File: config.mk
export PLATFORM = sky130hd
export DESIGN_NAME = rx_sample_packer
export DESIGN_NICKNAME = d
export VERILOG_FILES = /design/src/rtl/uart_fir_pkg.sv /design/src/rtl/sample_fifo.sv /design/src/rtl/rx_sample_packer.sv
export SDC_FILE = /design/constraint.sdc
export NUM_CORES = 1
export LEC_CHECK = 0
export ABC_AREA = 1
export CAP_MARGIN = 15
export CORE_AREA = 5 5 135 137
export CTS_BUF_LIST = sky130_fd_sc_hd__clkbuf_16
export DETAILED_ROUTE_END_ITERATION = 8
export DIE_AREA = 0 0 140 142
export DONT_BUFFER_PORTS = 1
export MAX_ROUTING_LAYER = met4
export PLACE_DENSITY = 0.73
export SYNTH_ARGS = -nofsm -noshare
export SYNTH_HDL_FRONTEND = slang
export SYNTH_SLANG_ARGS = --single-unit
File: constraint.sdc
create_clock -name clk -period 2.2 [get_ports clk]
set_input_delay 0.66 -clock clk [delete_from_list [all_inputs] [get_ports clk]]
set_output_delay 0.66 -clock clk [all_outputs]
set_load 0.03 [all_outputs]
File: src/rtl/uart_fir_pkg.sv
// uart_fir_pkg: shared UART/FIR constants, types and timing helper
package uart_fir_pkg;
  localparam int CLK_FREQ_DEFAULT = 50_000_000;
  localparam int BAUD_DEFAULT = 115_200;
  typedef logic signed [15:0] sample_t;
  typedef enum logic [1:0] {IDLE, COLLECT, PUSH} pack_state_t;
  function automatic int bit_cycles(input int clk, input int baud);
    return clk / baud;
  endfunction
endpackage

File: src/rtl/sample_fifo.sv
// sample_fifo: synchronous first-word-fall-through FIFO with exact occupancy count
module sample_fifo #(
  parameter int Width = 16,
  parameter int Depth = 8
) (
  input  logic                   clk,
  input  logic                   rst,
  input  logic                   wr_en,
  input  logic [Width-1:0]       wr_data,
  output logic                   full,
  input  logic                   rd_en,
  output logic [Width-1:0]       rd_data,
  output logic                   empty,
  output logic [$clog2(Depth):0] count
);
  localparam int AW = $clog2(Depth);
  logic [Width-1:0] mem [Depth];
  logic [AW-1:0] wr_ptr, rd_ptr;
  logic wr, rd;
  assign rd = rd_en && !empty;
  assign wr = wr_en && (!full || rd);
  assign full = count == (AW+1)'(Depth);
  assign empty = count == '0;
  assign rd_data = empty ? '0 : mem[rd_ptr];
  always_ff @(posedge clk)
    if (wr) mem[wr_ptr] <= wr_data;
  always_ff @(posedge clk) begin
    if (rst) begin
      wr_ptr <= '0;
      rd_ptr <= '0;
      count <= '0;
    end else begin
      if (wr) wr_ptr <= wr_ptr + AW'(1);
      if (rd) rd_ptr <= rd_ptr + AW'(1);
      count <= count + (AW+1)'(wr) - (AW+1)'(rd);
    end
  end
endmodule

File: src/rtl/rx_sample_packer.sv
// rx_sample_packer: packs UART bytes into little-endian samples with holdoff, timeout and FIFO buffering
module rx_sample_packer
  import uart_fir_pkg::*;
#(
  parameter int ClkFrequency = CLK_FREQ_DEFAULT,
  parameter int Baud = BAUD_DEFAULT,
  parameter int DataWidth = 16,
  parameter int FifoDepth = 8,
  parameter int TimeoutBytes = 3
) (
  input  logic                         clk,
  input  logic                         rst,
  input  logic                         byte_valid,
  input  logic [7:0]                   byte_data,
  output logic [DataWidth-1:0]         sample_data,
  output logic                         sample_valid,
  input  logic                         sample_ready,
  output logic [$clog2(FifoDepth):0]   fifo_count,
  output logic                         overflow,
  output logic                         timeout_err
);
  localparam int BitCycles = bit_cycles(ClkFrequency, Baud);
  localparam int Bps = DataWidth / 8;
  localparam int TimeoutCycles = TimeoutBytes * 10 * BitCycles;
  localparam int HW = $clog2(BitCycles + 1);
  localparam int TW = $clog2(TimeoutCycles + 1);
  localparam int IW = Bps > 1 ? $clog2(Bps) : 1;
  pack_state_t state, state_n;
  logic valid_q, accept, last, timeout, full, empty, pop;
  logic [HW-1:0] hold;
  logic [TW-1:0] tcnt;
  logic [IW-1:0] idx;
  logic [DataWidth-1:0] data_q;
  assign accept = byte_valid && !valid_q && hold == '0 && state != PUSH;
  assign last = idx == IW'(Bps - 1);
  assign timeout = state == COLLECT && !accept && tcnt == TW'(TimeoutCycles - 1);
  assign sample_valid = !empty;
  assign pop = sample_valid && sample_ready;
  always_comb
    state_n = state == PUSH ? IDLE : accept ? (last ? PUSH : COLLECT) : timeout ? IDLE : state;
  always_ff @(posedge clk)
    state <= rst ? IDLE : state_n;
  always_ff @(posedge clk) begin
    if (rst) begin
      valid_q <= 1'b0;
      hold <= '0;
      tcnt <= '0;
      idx <= '0;
      data_q <= '0;
      overflow <= 1'b0;
      timeout_err <= 1'b0;
    end else begin
      valid_q <= byte_valid;
      hold <= accept ? HW'(BitCycles) : (hold != '0 ? hold - HW'(1) : hold);
      tcnt <= (accept || timeout || state != COLLECT) ? '0 : tcnt + TW'(1);
      if (accept) begin
        data_q[8*idx +: 8] <= byte_data;
        idx <= last ? '0 : idx + IW'(1);
      end else if (timeout) idx <= '0;
      timeout_err <= timeout;
      if (state == PUSH && full && !pop) overflow <= 1'b1;
    end
  end
  sample_fifo #(.Width(DataWidth), .Depth(FifoDepth)) u_fifo (
    .clk(clk),
    .rst(rst),
    .wr_en(state == PUSH),
    .wr_data(data_q),
    .full(full),
    .rd_en(sample_ready),
    .rd_data(sample_data),
    .empty(empty),
    .count(fifo_count)
  );
endmodule

# Yosys cells after proc, flatten, opt, wreduce, memory -nomap -nowiden
# Memory sizes are Yosys's and may differ from the RTL's. A register that Yosys moved wholly into a read port is not among the register bits.
# Cells that the tools add are included.
# totals
ff_bits	55
mem_bits_rw	128
in_bits	12
out_inout_bits	23
word_cells	68
n_memories	1
# mem_list
name	words	width	rd	rd_ports_with_merged_regs	wr	line_no	text
u_fifo.mem	8	16	1	1	1	sample_fifo.sv:17	logic [Width-1:0] mem [Depth];
# op_classes
add_sub_neg	8
eq_ne	6
shift	2
n_mux	14
n_reduce_logical	25
# op_table
operator	n
$neg 4->34	1
$shift 8x34->16 const A	1
$shiftx 8x34->16	1
$mux 9	2
$bwmux 16	1
$mux 16	1
$add 14x1->14 const B	1
$eq 14x14->1 const B	1
$logic_and 1x1->1	9
$logic_not 9->1	1
$reduce_bool 9->1	1
$sub 9x1->9 const B	1
$add 3x1->3 const B	2
$mux 2	3
$mux 3	2
$reduce_or 2->1	3
$logic_not 1->1	5
$mux 1	5
$add 4x1->4	1
$eq 4x4->1 const B	1
$logic_not 4->1	1
$reduce_bool 2->1	2
$sub 4x1->4	1
$logic_or 1x1->1	3
5 further kinds	5

# Logic depth before layout (Yosys ltp)
# logic_depth
word_depth	10
ltp_mapped	12
mapped_depth_nobuf	12

# Modules after synthesis
# Synthesis repeated with hierarchy kept, for this count alone.
# unflattened
cells_unflattened	879
hier_area_um2	8174.1
# by_module_without_submodules
mod	n_inst	cells_per_inst	area_each_um2	seq_area_each_um2
sample_fifo	1	584	6050.8	4103.9
rx_sample_packer	1	295	2123.3	900.9

# Worst setup path after synthesis
# No wires, ideal clock.
# synth_timing
kind	register -> output
start	reg u_fifo.count[2]
end	out sample_data[10]
arrival_ns	1.980
required_time_ns	1.540
setup_slack_ns	-0.440
stages_incl_launch_ff	7
path_buffers	1
path_cell_list	dfxtp_1 -> inv_1 -> ha_1 -> nand3_2 -> clkbuf_1 -> nand2_1 -> nor2_1
# synth_between
elab_chain_cells	2
# synth_rtl
item	line_no	text
start, declared	sample_fifo.sv:14	output logic [$clog2(Depth):0] count
start signal, assigned	sample_fifo.sv:35	count <= count + (AW+1)'(wr) - (AW+1)'(rd);
$logic_not 4->1	sample_fifo.sv:23	assign empty = count == '0;
$mux 16	sample_fifo.sv:24	assign rd_data = empty ? '0 : mem[rd_ptr];
end, declared	rx_sample_packer.sv:15	output logic [DataWidth-1:0] sample_data,
# Every way passes these cells.

==> metrics.txt <==
number of synthesized flops with an enable pin 128; Reg-to-Reg End u_fifo.count[2]$_SDFF_PP0_; post-synthesis simple-gate area fraction 19.65%; die width 140 microns; Setup CP Type flop to output port; Fmax 410.0 MHz; Buffers on Ports 0; Buf+Inv Stages, Crit Path 2; Seq pwr share 37.8%; Pre-antenna DRT Iters 5; worst slack, placed 0.1250 ns; CP max stage delay 0.42 ns; Ant. Diodes 0; Met2 Wirelength 8839 microns; post-synthesis adder-cell area fraction 1.998%; clock power share 25.1%; CTS Buffer Depth 2; ANT nets after route 0; TritonCTS buffer count 17; Tightest Pin Transition 0.4165 ns; WHS 0.2892 ns; PD cells 1197 nW/um^2; DRC 0; final worst setup slack -0.2391 ns; CP Cell Sequence buf_8, nor2_1, nor2_1, o21ai_0, o211ai_1, nand2_1, nor2_2, buf_4; Syn Inst Count 788; CP required 1.54 ns; 1st-iter DRT viols 465; post-synth cell types 35; drt wl/cell 16.52 microns; Die ar. 19880 sq um; Setup Skew 0.01470 ns; M1 wire length 7143 microns; final setup violation count 16; cell mode on critical path nor2_1; # clock sinks 186; DP Area 8534 sq um; # rows 48; cts hold-fix bufs 0; final hold vios 0; Synth Area in Compound Gates 8.310%; GR Util All Layers 17.68%; final wirelength 17590 microns; vias per std cell 5.128; # IOs 35; number of global-route vias before repair 5220; Sw Share 36.39%; Layout area overhead 20.81%; Hold Crit Class input port to flop; Clock Pin Slew Worst Setup and Hold Paths 0.06 ns; mux contribution to synthesized area 0%; crit end category output port; Critical Path Fanout Max 20; Worst R2R Path Depth 11; setup_tns -2.837 ns; CTS tree built; max_slew headroom 72.19%; Max Cap Viol 0; XOR/XNOR share of the synthesized area 1.443%; DR top layer met4; CP top delay family flip-flops; largest family of logic cells by synthesized area simple AND/OR/NAND/NOR gates; r2r startpoint u_fifo.count[3]$_SDFF_PP0_; crit path DAT 1.78 ns; # fillers 1418; Slew Viols, Final 0; #FFs+latches synth 186; RSZ-0062 raised after global routing true; Avg Cell Area, Syn 10.01 sq um; Synth Warn # 0; final instance area 9532 sq um; pin count of the biggest net entering global routing 27; Switch Pwr 4.153 mW; Combinational Power Share 37.2%; status finished, violations left; failing checks setup timing; DP Wirelength 10100 microns; minimum clock period 2.439 ns; hold path endpoint idx$_SDFFE_PP0P_; fraction of final layout cells sized beyond drive strength 1 18.33%; clock latency on the worst-skew pair 0.44 ns; Internal Power 7.260 mW; core region area 16940 sq um; wire length of the first global-routing pass 26620 microns; Via Count 5461; synthesized area 7890 sq um; CTS HTree Levels 4; Main synth FF type edfxtp_1; clock root buffer clkbuf_16; Max VDD drop 0.0006511 V; routed length on met3 1290 microns; hold_sp rst; initial antenna violation count 0; Final Wtd Congestion 0.8946; Initial Utilization 46.59%; Leak 3.560 nW; DIE HEIGHT 142 microns; hold depth 1; syn nets 812; Crit-path slowest cell dfxtp_4; FFs w/ async S/R, synth 0%; r2r setup slk 0.09 ns; crit start category flop; sequential cell area fraction in the yosys report 63.43%; Final #Nets 853; grt ovf 0; fin crit share 110.9%
-- through the flow --
stage / total power [mW] / utilization [%] / cells
2_1_floorplan: 6.850 / - / 788
3_3_place_gp: 7.727 / 50.39 / 1019
3_5_place_dp: 7.808 / 50.39 / 1019
4_1_cts: 10.91 / 54.57 / 1056
5_1_grt: 12.00 / 56.28 / 1065
6_report: 11.41 / 56.28 / 1065
-- routing by layer --
| layer | track usage, % | vias up |
|---|---|---|
| met4 | 5.354 | 0 |
| met5 | - | - |
| met3 | 5.410 | 20 |
| met2 | 30.08 | 142 |
| li1 | - | 2704 |
| met1 | 20.26 | 2595 |
-- cells in the final DEF, fill, tap and decap left out, drive strengths merged --
cell and instances:
nand4 4, fa 1, nor2 215, o21ai 70, ha 11, clkinvlp 3, bufinv 1, o211ai 16
edfxtp 128, dfxtp 58, xor2 7, nor3 2, o22ai 16, clkinv 7, a21oi 13, and3 1
a31oi 2, clkbuf 24, nand2 113, buf 44, nor3b 2, or2 1, nand3 23, inv 72
xnor2 6
-- how the worst max path moves through the flow --
stage	slack, ns	to	cells after the start
after floorplan	-0.09	u_fifo.mem[0][0]$_DFFE_PP_	8
after global placement	0.18	sample_data[5]	8
after detailed placement	0.13	u_fifo.count[2]$_SDFF_PP0_	11
after CTS	-0.23	sample_data[1]	8
after global routing	-0.32	sample_data[13]	7
final	-0.24	sample_data[1]	8
-- synth_stat cells, types with 11 or more instances --
library cell  instances  area, sq um
nor2_1              199        747.0
edfxtp_1            128         3844
nand2_1             107        401.6
inv_1                59        221.5
dfxtp_1              58         1161
o21ai_0              56        280.3
nand3_1              18        90.09
o211ai_1             16        120.1
o22ai_1              16        100.1
clkbuf_1             14        52.55
o21ai_1              14        70.07
a21oi_1              11        55.05
buf_2                11        55.05
ha_1                 11        137.6
nor2_2               11        68.82
-- flip-flops by register name, indices dropped and copies added (netlist names), 2 cells and up, named ones only --
| name | flops |
|---|---|
| state | 2 |
| u_fifo.mem | 128 |
| hold | 9 |
| tcnt | 14 |
| u_fifo.wr_ptr | 3 |
| u_fifo.rd_ptr | 3 |
| u_fifo.count | 4 |
| data_q | 16 |
-- cell type report --
class / instances / area [sq um] / area share (%)
Multi-Input combinational cell: 503 / 2634 / 27.63
Sequential cell: 186 / 5015 / 52.61
Clock inverter: 13 / 122.6 / 1.286
Timing Repair Buffer: 51 / 773.2 / 8.112
Inverter: 70 / 280.3 / 2.940
Tap cell: 225 / 281.5 / 2.954
Clock buffer: 17 / 425.4 / 4.463
-- power groups by stage --
stage	combinational (mW)	clock [mW]	sequential, mW
after floorplan	2.53	0	4.32
after CTS	3.73	2.89	4.29
after global placement	3.39	0	4.34
final	4.24	2.86	4.31
after detailed placement	3.46	0	4.35
after global routing	4.60	3.06	4.35
-- timing repair --
action | in CTS | in global routing
setup endpoints to repair | 16 | 17
pin swaps | 7 | 20
gates resized for setup | 19 | 39
gates cloned | 3 | 8
buffers inserted | 4 | 1
-- logic make-up after synthesis --
logic type	Yosys count
adder cells (fa/ha/maj)	12
flip-flops	186
XOR/XNOR	13
AO/OA/AOI/OAI	117
buffers and inverters	99
AND/OR/NAND/NOR	361
No activity file was read; power rests on OpenSTA's default activity.
